`src/rtl/hazard_ctrl_pkg.sv`:
```
// Shared pipeline definitions for the hazard controller: FSM states,
// register-address width and the NOP encoding used by IF/ID flush consumers.
package hazard_ctrl_pkg;

  localparam int          REG_ADDR_W = 5;
  localparam logic [31:0] NOP_INSTR  = 32'h00000013;

  typedef enum logic {
    RUN     = 1'b0,
    MC_WAIT = 1'b1
  } hz_state_t;

endpackage

```
`src/rtl/hazard_perf_cnt.sv`:
```
// Pair of saturating event counters: index 0 counts stall cycles,
// index 1 counts taken-branch flushes. Synchronous active-low reset.
module hazard_perf_cnt #(
  parameter int CNT_W = 32
) (
  input  logic             clk_i,
  input  logic             rst_i,
  input  logic             stall_inc_i,
  input  logic             flush_inc_i,
  output logic [CNT_W-1:0] stall_cnt_o,
  output logic [CNT_W-1:0] flush_cnt_o
);

  logic [1:0]            inc;
  logic [1:0][CNT_W-1:0] cnt_all;

  assign inc = {flush_inc_i, stall_inc_i};

  generate
    for (genvar gi = 0; gi < 2; gi++) begin : g_cnt
      logic [CNT_W-1:0] cnt_q;
      logic [CNT_W-1:0] cnt_d;

      // Hold at all-ones instead of wrapping.
      always_comb begin
        cnt_d = cnt_q;
        if (inc[gi] && (cnt_q != '1)) begin
          cnt_d = cnt_q + CNT_W'(1);
        end
      end

      always_ff @(posedge clk_i) begin
        if (!rst_i) begin
          cnt_q <= '0;
        end else begin
          cnt_q <= cnt_d;
        end
      end

      assign cnt_all[gi] = cnt_q;
    end
  endgenerate

  assign stall_cnt_o = cnt_all[0];
  assign flush_cnt_o = cnt_all[1];

endmodule

```
`src/rtl/hazard_ctrl.sv`:
```
// Stall/flush controller for the 5-stage core: load-use bubbles, taken-branch
// flushes and multicycle EX holds. Define HAZARD_PERF_CNT_EN to add perf counters.
module hazard_ctrl
  import hazard_ctrl_pkg::*;
#(
  parameter int MC_LAT = 4,
  parameter int CNT_W  = 32
) (
  input  logic                  clk_i,
  input  logic                  rst_i,
  input  logic [REG_ADDR_W-1:0] ID_rs1_i,
  input  logic [REG_ADDR_W-1:0] ID_rs2_i,
  input  logic                  ID_use_rs1_i,
  input  logic                  ID_use_rs2_i,
  input  logic [REG_ADDR_W-1:0] EX_rd_i,
  input  logic                  EX_MemRead_i,
  input  logic                  EX_mc_i,
  input  logic                  branch_taken_i,
  output logic                  PCWrite_o,
  output logic                  IFID_Write_o,
  output logic                  IFID_Flush_o,
  output logic                  IDEX_Flush_o,
  output logic                  EX_hold_o,
  output logic                  mc_done_o
`ifdef HAZARD_PERF_CNT_EN
  ,
  output logic [CNT_W-1:0]      stall_cnt_o,
  output logic [CNT_W-1:0]      flush_cnt_o
`endif
);

  localparam int             CW       = (MC_LAT > 2) ? $clog2(MC_LAT) : 1;
  localparam logic [CW-1:0]  CNT_INIT = CW'(MC_LAT - 2);

  hz_state_t     state_q, state_d;
  logic [CW-1:0] cnt_q, cnt_d;
  logic          mc_ack_q, mc_ack_d;
  logic          lu;
  logic          taken_flush;

  assign lu = EX_MemRead_i && (EX_rd_i != '0) &&
              (((EX_rd_i == ID_rs1_i) && ID_use_rs1_i) ||
               ((EX_rd_i == ID_rs2_i) && ID_use_rs2_i));

  always_comb begin
    PCWrite_o    = 1'b1;
    IFID_Write_o = 1'b1;
    IFID_Flush_o = 1'b0;
    IDEX_Flush_o = 1'b0;
    EX_hold_o    = 1'b0;
    mc_done_o    = 1'b0;
    taken_flush  = 1'b0;
    state_d      = state_q;
    cnt_d        = cnt_q;
    mc_ack_d     = 1'b0;

    if (!rst_i) begin
      PCWrite_o    = 1'b0;
      IFID_Write_o = 1'b0;
      IFID_Flush_o = 1'b1;
      IDEX_Flush_o = 1'b1;
      state_d      = RUN;
      cnt_d        = '0;
    end else begin
      case (state_q)
        RUN: begin
          if (branch_taken_i) begin
            IFID_Flush_o = 1'b1;
            IDEX_Flush_o = 1'b1;
            taken_flush  = 1'b1;
          // mc_ack masks the op that just finished so it is not restarted.
          end else if (EX_mc_i && !mc_ack_q) begin
            PCWrite_o    = 1'b0;
            IFID_Write_o = 1'b0;
            EX_hold_o    = 1'b1;
            state_d      = MC_WAIT;
            cnt_d        = CNT_INIT;
          end else if (lu) begin
            PCWrite_o    = 1'b0;
            IFID_Write_o = 1'b0;
            IDEX_Flush_o = 1'b1;
          end
        end
        MC_WAIT: begin
          PCWrite_o    = 1'b0;
          IFID_Write_o = 1'b0;
          EX_hold_o    = 1'b1;
          if (cnt_q != '0) begin
            cnt_d = cnt_q - CW'(1);
          end else begin
            mc_done_o = 1'b1;
            state_d   = RUN;
            mc_ack_d  = 1'b1;
          end
        end
        default: state_d = RUN;
      endcase
    end
  end

  always_ff @(posedge clk_i) begin
    if (!rst_i) begin
      state_q  <= RUN;
      cnt_q    <= '0;
      mc_ack_q <= 1'b0;
    end else begin
      state_q  <= state_d;
      cnt_q    <= cnt_d;
      mc_ack_q <= mc_ack_d;
    end
  end

`ifdef HAZARD_PERF_CNT_EN
  hazard_perf_cnt #(
    .CNT_W (CNT_W)
  ) u_perf (
    .clk_i       (clk_i),
    .rst_i       (rst_i),
    .stall_inc_i (rst_i && !PCWrite_o),
    .flush_inc_i (taken_flush),
    .stall_cnt_o (stall_cnt_o),
    .flush_cnt_o (flush_cnt_o)
  );
`else
  // Flush indication and counter width only feed the counters.
  logic             unused_taken_flush;
  logic [CNT_W-1:0] unused_cnt_w;
  assign unused_taken_flush = taken_flush;
  assign unused_cnt_w       = '0;
`endif

endmodule

```
`config.mk`:
```
export PLATFORM = sky130hd
export DESIGN_NAME = hazard_ctrl
export DESIGN_NICKNAME = d
export VERILOG_FILES = /design/src/rtl/hazard_ctrl_pkg.sv /design/src/rtl/hazard_perf_cnt.sv /design/src/rtl/hazard_ctrl.sv
export SDC_FILE = /design/constraint.sdc
export NUM_CORES = 1
export LEC_CHECK = 0
export ABC_AREA = 1
export BUFFER_PORTS_ARGS = -buffer_cell sky130_fd_sc_hd__buf_4
export CAP_MARGIN = 15
export CORE_AREA = 3 3 40 42
export CTS_CLUSTER_DIAMETER = 150
export CTS_CLUSTER_SIZE = 28
export DETAILED_ROUTE_END_ITERATION = 8
export DIE_AREA = 0 0 43 45
export MAX_ROUTING_LAYER = met4
export PLACE_DENSITY = 0.66
export REMOVE_ABC_BUFFERS = 1
export SYNTH_ARGS = -nofsm -noshare
export SYNTH_HDL_FRONTEND = slang
export SYNTH_HIERARCHICAL = 1
export SYNTH_SLANG_ARGS = --single-unit
```
`constraint.sdc`:
```
create_clock -name clk_i -period 0.9 [get_ports clk_i]
set_input_delay 0.09 -clock clk_i [delete_from_list [all_inputs] [get_ports clk_i]]
set_output_delay 0.09 -clock clk_i [all_outputs]
set_load 0.01 [all_outputs]
```
---- Word-level counts from Yosys, hierarchy flattened ----
Cells that the tools add are included.
storage, ports and cells
  register bits ........................... 4
  input bits .............................. 22
  logic and storage cells ................. 46
cells by class
  add/sub/neg operators ................... 1
  equality and inequality tests ........... 5
  muxes and demuxes ....................... 26
  bitwise logic cells ..................... 1
  reduce and logical (&&, ||, !) cells .... 10
operators with widths
  kind                                                                 number
  1-bit 2-to-1 mux                                                     19
  5-bit == test                                                        2
  2-bit 2-to-1 mux                                                     3
  1-bit one-hot mux with 2 select lines                                3
  1-bit logical AND                                                    5
  5-bit nonzero test                                                   1
  2-bit != test (second input constant)                                2
  2-bit one-hot mux with 2 select lines                                1
  3-bit AND reduction                                                  1
  2-bit by 1-bit != test with 1-bit output (second input constant)     1
  2-bit nonzero test                                                   1
  2-bit by 1-bit subtractor with 2-bit output (second input constant)  1
  1-bit zero test                                                      1
  1-bit logical OR                                                     1
  1-bit inverter                                                       1

---- Longest topological paths before layout ----
  depth after elaboration ................. 9
  gate-level depth with buffers ........... 10
  depth with buffers taken out ............ 9

---- Worst setup path after synthesis ----
OpenSTA, ideal clock, no wires.
  kind .................................... reg2reg
  start point ............................. register cnt_q[0]
  end point ............................... register cnt_q[0]
  arrival time ............................ 847 ps
  required time ........................... 785 ps
  path slack .............................. -63 ps
  cell stages (with the launch flop) ...... 7
  path buffers ............................ 0
  cell sequence ........................... dfxtp_1 -> inv_1 -> ha_1 -> nand2_1 -> nand2_1 -> o21ai_0 -> inv_1
on the way
  word-level cells in the longest chain between the ends .. 3
ends and longest elaborated chain
  what                                                                                      line                                  source
  start: declaration                                                                        hazard_ctrl.sv:36                     logic [CW-1:0] cnt_q, cnt_d;
  start signal: assignment                                                                  hazard_ctrl.sv:108                    cnt_q <= cnt_d;
  2-bit by 1-bit subtractor with 2-bit output / 2-bit nonzero test (equally long branches)  hazard_ctrl.sv:89, hazard_ctrl.sv:88
  2-bit 2-to-1 mux / 2-bit by 1-bit != test with 1-bit output (equally long branches)       -
  2-bit one-hot mux with 2 select lines / 3-bit AND reduction (equally long branches)       -
Several ways; a longest one is shown, not always the timed one. The select of a mux whose other input is x is not followed.
A chain may end at the register's enable or synchronous reset.

---- Worst setup path in the final report ----
  start point ............................. register cnt_q[0]
  end point ............................... output port mc_done_o
on the way
  word-level cells in the longest chain between the ends .. 4
ends and longest elaborated chain
  what                line               source
  2-bit nonzero test  hazard_ctrl.sv:88  if (cnt_q != '0) begin
  1-bit 2-to-1 mux    hazard_ctrl.sv:88
  1-bit 2-to-1 mux    -
  1-bit 2-to-1 mux    hazard_ctrl.sv:57  if (!rst_i) begin
  end: declaration    hazard_ctrl.sv:24  output logic mc_done_o
No other way between the ends.

==> impl_metrics.ini <==
[yosys]
async_flop_share = 0
ys_seq_area_frac = 0.180
synth.largest_area_cell = nand2_1
yosysWarnings = 6
synth_common_cells = nand2_1 (35), inv_1 (22), nor2_1 (12)
syn_area_um2 = 445
ys_ff_latch = 4
yosysMostFrequentCell = nand2_1
syn_avg_cell_area_um2 = 4.89
synth-main-ff-cell = dfxtp_1
synth_edf_count = 0
synth_top_cell_area_share = 0.295
syn_inst = 91
synth_area_leaders = nand2_1 (29%), inv_1 (19%), dfxtp_1 (18%), nor2_1 (10%), nand3_1 (5.6%)
synth_cell_types = 14

[cts]
cts.sinks = 4
clock_latency_ps = 230
cts_tree = built
hold_buffers = 0
clkSlewWorstSetupHoldPaths_ps = 40
numCtsBuffers = 3
cts_root_buffer = clkbuf_4
htree_levels = 1
clockBufferDepth = 2

[timing]
maxSlewViolCount = 0
hold_viol = 0
tns_ps = -1750
fmax_mhz = 843
post-route-period-util = 1.32
relSlewSlack = 0.858
period_needed_ps = 1190
skew_ps = 0.722
rsz0062_at_grt = yes
worst_slack_ps = -286
setup_viol = 9
max_slew.worst_pin.slew_ps = 212
whs_ps = 128

[final_layout]
area_delta_synth_final_pct = 74.2
layout-drive-gt1-share = 0.405
fillers = 145
fin_nets = 151
final_area_um2 = 776
final_cells = 141
num_antenna_cells = 0

[setup_path]
criticalPathCategory = flop to output port
crit_arrival_ps = 1100
critPathLaunchType = flop
worstPathMaxFanout = 3
crit_family = flip-flops
cp_slowest_stage_delay_ps = 300
path_buf_inv = 2
regToRegSetupSlack_ps = -140
cp_slowest_cell = dfxtp_1
crit_chain = inv_2 -> ha_4 -> nand2_2 -> nor2_2 -> buf_4
critPathRequiredTime_ps = 810
cp-end-kind = output port

[drt]
wl_per_cell_um = 8.48
route.detailed.drc = 0
drt_iter0_drc = 3
ant_nets = 0
vias = 595
drt_first_pass_iters = 2
viasPerCell = 4.22
drt_wl_total_mm = 1.20

[placed_design]
dp.cells = 136
numPortBuffers = 27
routabilityCongestion = 0.820
place_area_um2 = 689
dp_hpwl_um = 988

[power]
seq_power_share = 0.264
switchingPower_mw = 0.234
finalPower_mw = 0.759
switching_share = 0.308
p_comb_frac = 0.454
p_clk_frac = 0.283
ir_drop_v = 0.000814
p_leak_nw = 0.488
cellPowerDensity_nw_per_um2 = 978
p_int_mw = 0.525

[floorplanning]
dieArea_um2 = 1940
rows = 13
initial_utilization = 0.347
die_y_um = 45
die_width_um = 43
ios = 28
core-area_um2 = 1280

[grt]
use_met1 = 0.183
antenna_found_initial = 0
grt_busiest_layer = met2
grt-ovfl-total = 0
grtUsageMet3 = 0.0239
met2_usage = 0.216
grt_pass1_wl_mm = 2.00
first_global_vias = 510
track_usage = 0.140
grt_max_degree = 7

[flow_run]
maxCapViolCount = 0

[worst_hold_path]
hold_path_class = primary input to flop

[status]
violations = setup timing
status = finished, violations left
==> power by group through the flow <==
stage	registers (mW)	clock network, mW	logic [mW]
3_5_place_dp	0.200	0	0.289
6_report	0.200	0.215	0.344
3_3_place_gp	0.200	0	0.284
2_1_floorplan	0.199	0	0.135
5_1_grt	0.201	0.238	0.383
4_1_cts	0.199	0.224	0.333
==> worst register-to-register path: cells and delay by family (launching register included) <==
family,cells,cell delay (ps)
AO/OA/AOI/OAI,1,130
buffers and inverters,2,170
flip-flops,1,300
AND/OR/NAND/NOR,3,350
==> timing repair <==
action | CTS | global route
resized for setup | 15 | 3
pin swaps | 4 | 1
buffers inserted | 2 | 1
setup endpoints to repair | 9 | 9
==> through the flow <==
step	setup WS, ps	utilization
floorplan	-62.6	-
global placement	-117	0.537
finish	-286	0.604
CTS	-268	0.597
detailed placement	-160	0.537
global route	-362	0.604
==> final cells by class <==
cell class                 count  area (um2)  share of cell area
multi-input combinational     62         304               0.392
timing repair buffer          33         259               0.334
inverter                      24        90.1               0.116
sequential                     4        81.3               0.105
clock buffer                   3        22.5              0.0290
tap                           15        18.8              0.0242
==> cell families after synthesis <==
logic type,count (synthesis),synth area share
DFF,4,0.180
adders and majority gates,1,0.0281
buffers and inverters,25,0.219
and+or+nand+nor,55,0.497
AOI/OAI and AO/OA,6,0.0758
==> flip-flops by register name (all words and copies together) (netlist names) <==
register	cells
state_q	1
mc_ack_q	1
cnt_q	2
==> cells in the final DEF (no fill, tap or decap), types with 3 or more instances in the layout <==
master	instances
buf_4	30
inv_1	19
buf_6	3
nor2_1	11
clkbuf_4	3
nand2_1	33
dfxtp_1	3
nand3_1	5
inv_2	5
==> path summary, 6_finish.rpt <==
path / start / endpoint / depth (start not counted)
worst max-delay path: cnt_q[0] / mc_done_o / 5
worst min-delay path: rst_i / cnt_q[1] / 3
worst max register to register: mc_ack_q / cnt_q[0] / 6
worst min register to register: cnt_q[0] / cnt_q[0] / 3
==> per-layer routing <==
layer  part of all wire  up-vias
li1                   -      334
met1               0.46      248
met2               0.49       13
met3              0.058        0
met4                  0        0
met5                  0        -
Power figures use the tool's default switching activity.
